### src/rtl/display_scanner_pkg.sv
// Shared constants and types for the multiplexed seven-segment display driver.
// Segment patterns are active-low {g,f,e,d,c,b,a}.
package display_pkg;

  typedef logic [1:0] digit_idx_t;

  localparam logic [6:0] SEG_0     = 7'h40;
  localparam logic [6:0] SEG_1     = 7'h79;
  localparam logic [6:0] SEG_2     = 7'h24;
  localparam logic [6:0] SEG_3     = 7'h30;
  localparam logic [6:0] SEG_4     = 7'h19;
  localparam logic [6:0] SEG_5     = 7'h12;
  localparam logic [6:0] SEG_6     = 7'h02;
  localparam logic [6:0] SEG_7     = 7'h78;
  localparam logic [6:0] SEG_8     = 7'h00;
  localparam logic [6:0] SEG_9     = 7'h10;
  localparam logic [6:0] SEG_BLANK = 7'h7F;

  localparam logic [3:0] ANODE_OFF = 4'hF;

endpackage

### src/rtl/display_scanner_if.sv
// Digit inputs, blink controls and display pin outputs of the display scanner.
interface display_scanner_if;
  logic       enable;
  logic [3:0] sec_units;
  logic [2:0] sec_tens;
  logic [3:0] min_units;
  logic [2:0] min_tens;
  logic [3:0] blink_mask;
  logic       dp_enable;
  logic [3:0] anode;
  logic [6:0] seg;
  logic       dp;

  modport master (
    output enable, sec_units, sec_tens, min_units, min_tens, blink_mask, dp_enable,
    input  anode, seg, dp
  );

  modport slave (
    input  enable, sec_units, sec_tens, min_units, min_tens, blink_mask, dp_enable,
    output anode, seg, dp
  );
endinterface

### src/rtl/display_scanner_bcd_to_seg.sv
// Combinational BCD to active-low seven-segment decoder; 10-15 decode to blank.
module bcd_to_seg
  import display_pkg::*;
(
  input  logic [3:0] bcd,
  output logic [6:0] seg
);

  always_comb begin
    seg = SEG_BLANK;
    case (bcd)
      4'd0: seg = SEG_0;
      4'd1: seg = SEG_1;
      4'd2: seg = SEG_2;
      4'd3: seg = SEG_3;
      4'd4: seg = SEG_4;
      4'd5: seg = SEG_5;
      4'd6: seg = SEG_6;
      4'd7: seg = SEG_7;
      4'd8: seg = SEG_8;
      4'd9: seg = SEG_9;
      default: seg = SEG_BLANK;
    endcase
  end

endmodule

### src/rtl/display_scanner.sv
// Time-multiplexed 4-digit common-anode display scanner with frame snapshot,
// per-digit blink blanking and a blinking separator dot on digit 2.
module display_scanner
  import display_pkg::*;
#(
  parameter int REFRESH_DIV = 100000,
  parameter int BLINK_TICKS = 500
) (
  input  logic              clk,
  input  logic              reset,
  display_scanner_if.slave  bus
);

  localparam int PRE_W = $clog2(REFRESH_DIV);
  localparam int BC_W  = $clog2(BLINK_TICKS + 1);

  logic [PRE_W-1:0]  pre, pre_n;
  digit_idx_t        idx, idx_n;
  logic [BC_W-1:0]   bc, bc_n;
  logic              phase, phase_n;
  logic              fresh, fresh_n;
  logic [3:0][3:0]   snap, snap_n;

  logic              tick, bc_wrap, load, blank;
  logic [6:0]        dec_seg;
  logic [3:0]        anode_p0, anode_p1;
  logic [6:0]        seg_p0, seg_p1;
  logic              dp_p0, dp_p1;

  always_comb begin
    tick    = bus.enable && (pre == PRE_W'(REFRESH_DIV - 1));
    bc_wrap = tick && (bc == BC_W'(BLINK_TICKS - 1));
    // Snapshot refresh at frame wrap, or once on the first enabled cycle after reset.
    load    = bus.enable && (fresh || (tick && idx == 2'd3));

    pre_n   = pre;
    idx_n   = idx;
    bc_n    = bc;
    phase_n = phase;
    fresh_n = fresh;
    snap_n  = snap;

    if (bus.enable) pre_n = tick ? '0 : pre + PRE_W'(1);
    if (tick) begin
      idx_n = idx + 2'd1;
      bc_n  = bc_wrap ? '0 : bc + BC_W'(1);
    end
    if (bc_wrap) phase_n = ~phase;
    if (load) begin
      snap_n  = {1'b0, bus.min_tens, bus.min_units, 1'b0, bus.sec_tens, bus.sec_units};
      fresh_n = 1'b0;
    end
  end

  bcd_to_seg u_dec (
    .bcd (snap_n[idx_n]),
    .seg (dec_seg)
  );

  // Output stage p0: drive from next-state so pins move on the same edge as idx.
  always_comb begin
    blank    = bus.blink_mask[idx_n] && phase_n;
    anode_p0 = ANODE_OFF;
    seg_p0   = SEG_BLANK;
    dp_p0    = 1'b1;
    if (bus.enable && !blank) begin
      anode_p0 = ~(4'b0001 << idx_n);
      seg_p0   = dec_seg;
      dp_p0    = !(idx_n == 2'd2 && bus.dp_enable && !phase_n);
    end
  end

  always_ff @(posedge clk) begin
    if (reset) begin
      pre      <= '0;
      idx      <= '0;
      bc       <= '0;
      phase    <= 1'b0;
      fresh    <= 1'b1;
      snap     <= '0;
      anode_p1 <= ANODE_OFF;
      seg_p1   <= SEG_BLANK;
      dp_p1    <= 1'b1;
    end else begin
      pre      <= pre_n;
      idx      <= idx_n;
      bc       <= bc_n;
      phase    <= phase_n;
      fresh    <= fresh_n;
      snap     <= snap_n;
      anode_p1 <= anode_p0;
      seg_p1   <= seg_p0;
      dp_p1    <= dp_p0;
    end
  end

  // Output stage p1: registered display pins.
  assign bus.anode = anode_p1;
  assign bus.seg   = seg_p1;
  assign bus.dp    = dp_p1;

endmodule
### src/flat_wrapper.sv
// flat-port wrapper written by rule: the top's interface ports become plain ports
module display_scanner_flat import display_pkg::*;
#(
  parameter int REFRESH_DIV = 100000,
  parameter int BLINK_TICKS = 500
)
  (clk, reset, bus_enable, bus_sec_units, bus_sec_tens, bus_min_units, bus_min_tens, bus_blink_mask, bus_dp_enable, bus_anode, bus_seg, bus_dp);
  display_scanner_if bus_i ();
  input  logic clk;
  input  logic reset;
  input wire logic [$bits(bus_i.enable)-1:0] bus_enable;
  input wire logic [$bits(bus_i.sec_units)-1:0] bus_sec_units;
  input wire logic [$bits(bus_i.sec_tens)-1:0] bus_sec_tens;
  input wire logic [$bits(bus_i.min_units)-1:0] bus_min_units;
  input wire logic [$bits(bus_i.min_tens)-1:0] bus_min_tens;
  input wire logic [$bits(bus_i.blink_mask)-1:0] bus_blink_mask;
  input wire logic [$bits(bus_i.dp_enable)-1:0] bus_dp_enable;
  output wire logic [$bits(bus_i.anode)-1:0] bus_anode;
  output wire logic [$bits(bus_i.seg)-1:0] bus_seg;
  output wire logic [$bits(bus_i.dp)-1:0] bus_dp;
  assign bus_i.enable = bus_enable;
  assign bus_i.sec_units = bus_sec_units;
  assign bus_i.sec_tens = bus_sec_tens;
  assign bus_i.min_units = bus_min_units;
  assign bus_i.min_tens = bus_min_tens;
  assign bus_i.blink_mask = bus_blink_mask;
  assign bus_i.dp_enable = bus_dp_enable;
  assign bus_anode = bus_i.anode;
  assign bus_seg = bus_i.seg;
  assign bus_dp = bus_i.dp;
  display_scanner #(.REFRESH_DIV(REFRESH_DIV), .BLINK_TICKS(BLINK_TICKS)) u_core (.clk(clk), .reset(reset), .bus(bus_i));
endmodule
### config.mk
export PLATFORM = sky130hd
export DESIGN_NAME = display_scanner_flat
export DESIGN_NICKNAME = d
export VERILOG_FILES = /design/src/rtl/display_scanner_pkg.sv /design/src/rtl/display_scanner_if.sv /design/src/rtl/display_scanner_bcd_to_seg.sv /design/src/rtl/display_scanner.sv /design/src/flat_wrapper.sv
export SDC_FILE = /design/constraint.sdc
export NUM_CORES = 1
export LEC_CHECK = 0
export BUFFER_PORTS_ARGS = -buffer_cell sky130_fd_sc_hd__buf_2
export CELL_PAD_IN_SITES_DETAIL_PLACEMENT = 1
export CELL_PAD_IN_SITES_GLOBAL_PLACEMENT = 1
export CORE_MARGIN = 2
export CORE_UTILIZATION = 30
export CTS_BUF_LIST = sky130_fd_sc_hd__clkbuf_4 sky130_fd_sc_hd__clkbuf_8
export DETAILED_ROUTE_END_ITERATION = 8
export PLACE_DENSITY = 0.58
export SYNTH_ARGS = -nofsm -noshare
export SYNTH_HDL_FRONTEND = slang
export SYNTH_SLANG_ARGS = --single-unit
### constraint.sdc
create_clock -name clk -period 3.09 [get_ports clk]
set_clock_uncertainty 0.05 [all_clocks]
set_input_delay 0.1545 -clock clk [delete_from_list [all_inputs] [get_ports clk]]
set_output_delay 0.1545 -clock clk [all_outputs]
set_load 0.005 [all_outputs]
==> flow_summary.yaml <==
yosys:
  ys_warn_count: 0
  synth_xor_area_share_pct: 5.64
  synth_compound_area_share_pct: 21.2
  syn_nets: 390
  synth_cell_types: 54
  yosys.area_share.simple_pct: 24.7
  syn_inst: 360
  synthArstFlopShare_pct: 0
  synth.cell_area_sq_mm: 0.00310
  synth_fa_ha_area_share_pct: 3.22
  synth_edf_count: 0
  synthMuxAreaShare_pct: 2.62
  synth-seq-cells: 58
  synth-seq-area-share_pct: 37.4
  ys.flop_type: "dfxtp_1"
  avgSynthCellArea_sq_um: 8.62
  synth_top_family_by_area: "simple AND/OR/NAND/NOR gates"
floorplanning:
  io_pins: 34
  die_area_sq_mm: 0.0112
  die_h_um: 106
  initial_utilization_pct: 30.5
  rows: 37
  core-area_sq_mm: 0.0102
  die-width_um: 106
global_route:
  gr-usage-met2_pct: 28.5
  grt_pass1_vias: 3049
  use_met1_pct: 21.6
  grt_max_degree: 25
  overflow: 0
  antenna_found_initial: 0
  grt_first_pass_wirelength_um: 15100
  grtUsageTotal_pct: 17.0
  use_met3_pct: 3.59
  top_usage_layer: "met2"
sta:
  hold_viol_final: 0
  fin_crit_ns: 2.88
  slew_headroom_pct: 64.2
  drv_slew: 0
  setup_tns_ns: 0
  fmax_mhz: 347
  finalSetupViolCount: 0
  timing.final.ws_setup_ns: 0.211
  finalCritPeriodShare_pct: 93.2
  whs_ns: 0.0422
  tightest_slew_ns: 0.535
cts:
  root_buffer: "clkbuf_8"
  clkSlewWorstSetupHoldPaths_ns: 0.07
  htreeDepth: 3
  cts_sinks: 58
  cts_buffer_depth: 2
  tritoncts.num_buffers: 9
  insertion_delay_ns: 0.34
  tritoncts: "built"
hold_path:
  min-delay-start: "bus_min_units[3]"
  whs_path_depth: 3
  min_path_type: "input pin to register"
setup_path:
  timing.rr.start: "u_core.pre[12]"
  arrival_ns: 3.04
  path_cells: "nor4b_4, nand4_1, o21ai_0, mux2_2, a2111oi_4, inv_1, ha_1, inv_1, mux2_4, a22oi_1"
  worst_path_largest_cell_delay_ns: 0.49
  cp.depth: 10
  end_kind: "register"
  startpoint: "u_core.pre[12]"
  cp.required_ns: 3.25
  cp-start-kind: "register"
  path_max_fanout: 5
  crit_top_cell: "inv_1"
  critPathBufInv: 2
  crit_slowest_cell: "a2111oi_4"
  path_delay_family: "compound AO/OA/AOI/OAI gates"
  r2r_cells: 10
  crit_type: "register to register"
cells_and_area:
  diodes: 0
  area_delta_synth_final_pct: 21.4
  drive_above_1_share_pct: 22.8
  fin_nets: 442
run:
  cap_violations: 0
power_and_ir_drop:
  power_density_mw_per_mm2: 428
  power_mw: 1.61
  peakVddDrop_uv: 191
  p_leak_nw: 1.45
routing:
  drtIter0Drc: 58
  ant_nets: 0
  drc: 0
  num_vias: 2923
  wl_per_cell_um: 16.1
  detail_route.vias_per_cell: 5.29
  wirelength_um: 8900
  first_pass_iters: 4
placement:
  dp_slack_ns: 0.0472
  finalWeightedCongestion: 0.799
  detailed_place_hpwl_um: 6460
  portBuffers: 33
status:
  status: "completed"
## report_power, final
| part | total, mW | leakage, nW | switching, mW | internal (mW) |
|---|---|---|---|---|
| registers | 0.776 | 0.472 | 0.00727 | 0.768 |
| logic | 0.158 | 0.883 | 0.0892 | 0.0684 |
| clock network | 0.679 | 0.0944 | 0.325 | 0.354 |
## sequential cells by signal, summed over array words and instances (netlist names)
signal            cells
u_core.bc             9
u_core.bus.anode      4
u_core.bus.dp         1
u_core.bus.seg        7
u_core.fresh          1
u_core.idx            2
u_core.phase          1
u_core.pre           17
u_core.snap          16
## what timing repair did
action / 4_1_cts / 5_1_grt
hold buffers: 1 / 0
setup endpoints to repair: 0 / 7
setup buffers: 0 / 1
resized for setup: 0 / 6
hold endpoints to repair: 1 / 0
## final cells by class
cell class / instances / area, sq um
Fill cell: 1237 / 6420
Multi-Input combinational cell: 269 / 1810
Sequential cell: 58 / 1160
Timing Repair Buffer: 63 / 393
Tap cell: 136 / 170
Clock buffer: 12 / 165
Inverter: 11 / 41.3
Clock inverter: 4 / 25.0
## worst paths after layout
kind,end,slack (ns)
worst max register to register,u_core.bus.seg[6],0.21
worst min register to register,u_core.snap[14],0.42
worst max-delay path,u_core.bus.seg[6],0.21
worst min-delay path,u_core.snap[11],0.04
## synthesized netlist by cell type (all sizes together) (3+ instances only)
library cell  count  area, sq um
a22oi             7         52.6
a32oi            11          104
o21ai             9         45.0
clkbuf           11         41.3
ha                8          100
nand3            14         70.1
nor2b             4         25.0
nor3              4         20.0
buf              11         78.8
a31oi             7         43.8
nand2b            5         31.3
xor2             13          114
nor2             32          120
or3               4         25.0
o211ai           18          150
mux2              3         41.3
dfxtp            58         1160
mux2i             4         40.0
and3             17          106
and4              3         26.3
or4               3         22.5
and2              4         25.0
nand2            38          143
a21oi            19         95.1
nand4             9         71.3
xnor2             7         61.3
inv              11         41.3
## layer usage
metal | wire [um] | share of wire, %
met2 | 4260 | 48
met4 | 119 | 1.3
met3 | 258 | 2.9
met1 | 4270 | 48
met5 | 0 | 0
## logic make-up (layout without fill, tap and decap cells)
family	count (synthesis)	count (layout)
AO/OA/AOI/OAI	90	90
AND/OR/NAND/NOR	144	144
multiplexers	7	7
flip-flops	58	58
adder cells (fa/ha/maj)	8	8
XOR/XNOR	20	20
buffers and inverters	33	90
## through the flow
| stage | utilization, % | instance area [sq um] | std cells |
|---|---|---|---|
| after detailed placement | 34.7 | 3530 | 535 |
| final | 37.0 | 3770 | 553 |
| after global routing | 37.0 | 3770 | 553 |
| after global placement | 34.7 | 3530 | 535 |
| after floorplan | - | 3100 | 360 |
| after CTS | 36.6 | 3730 | 552 |
## cells in the final DEF, fill, tap and decap left out, types with 8 or more instances in the layout
cell,n
dfxtp_1,58
nand2_1,38
buf_2,33
nor2_1,32
buf_4,29
a21oi_1,19
and3_1,17
o211ai_1,15
nand3_1,14
xor2_1,13
clkbuf_8,12
inv_1,11
a32oi_1,9
nand4_1,8
ha_1,8
## worst reg2reg max path: cells and delay by family (launching register included)
family          cells  cell delay [ns]
simple gates        2             0.49
compound gates      3             0.93
mux                 2             0.55
fa+ha+maj           1             0.22
flops               1             0.35
buf+inv             2             0.18
(Power assumes the default switching activity.)
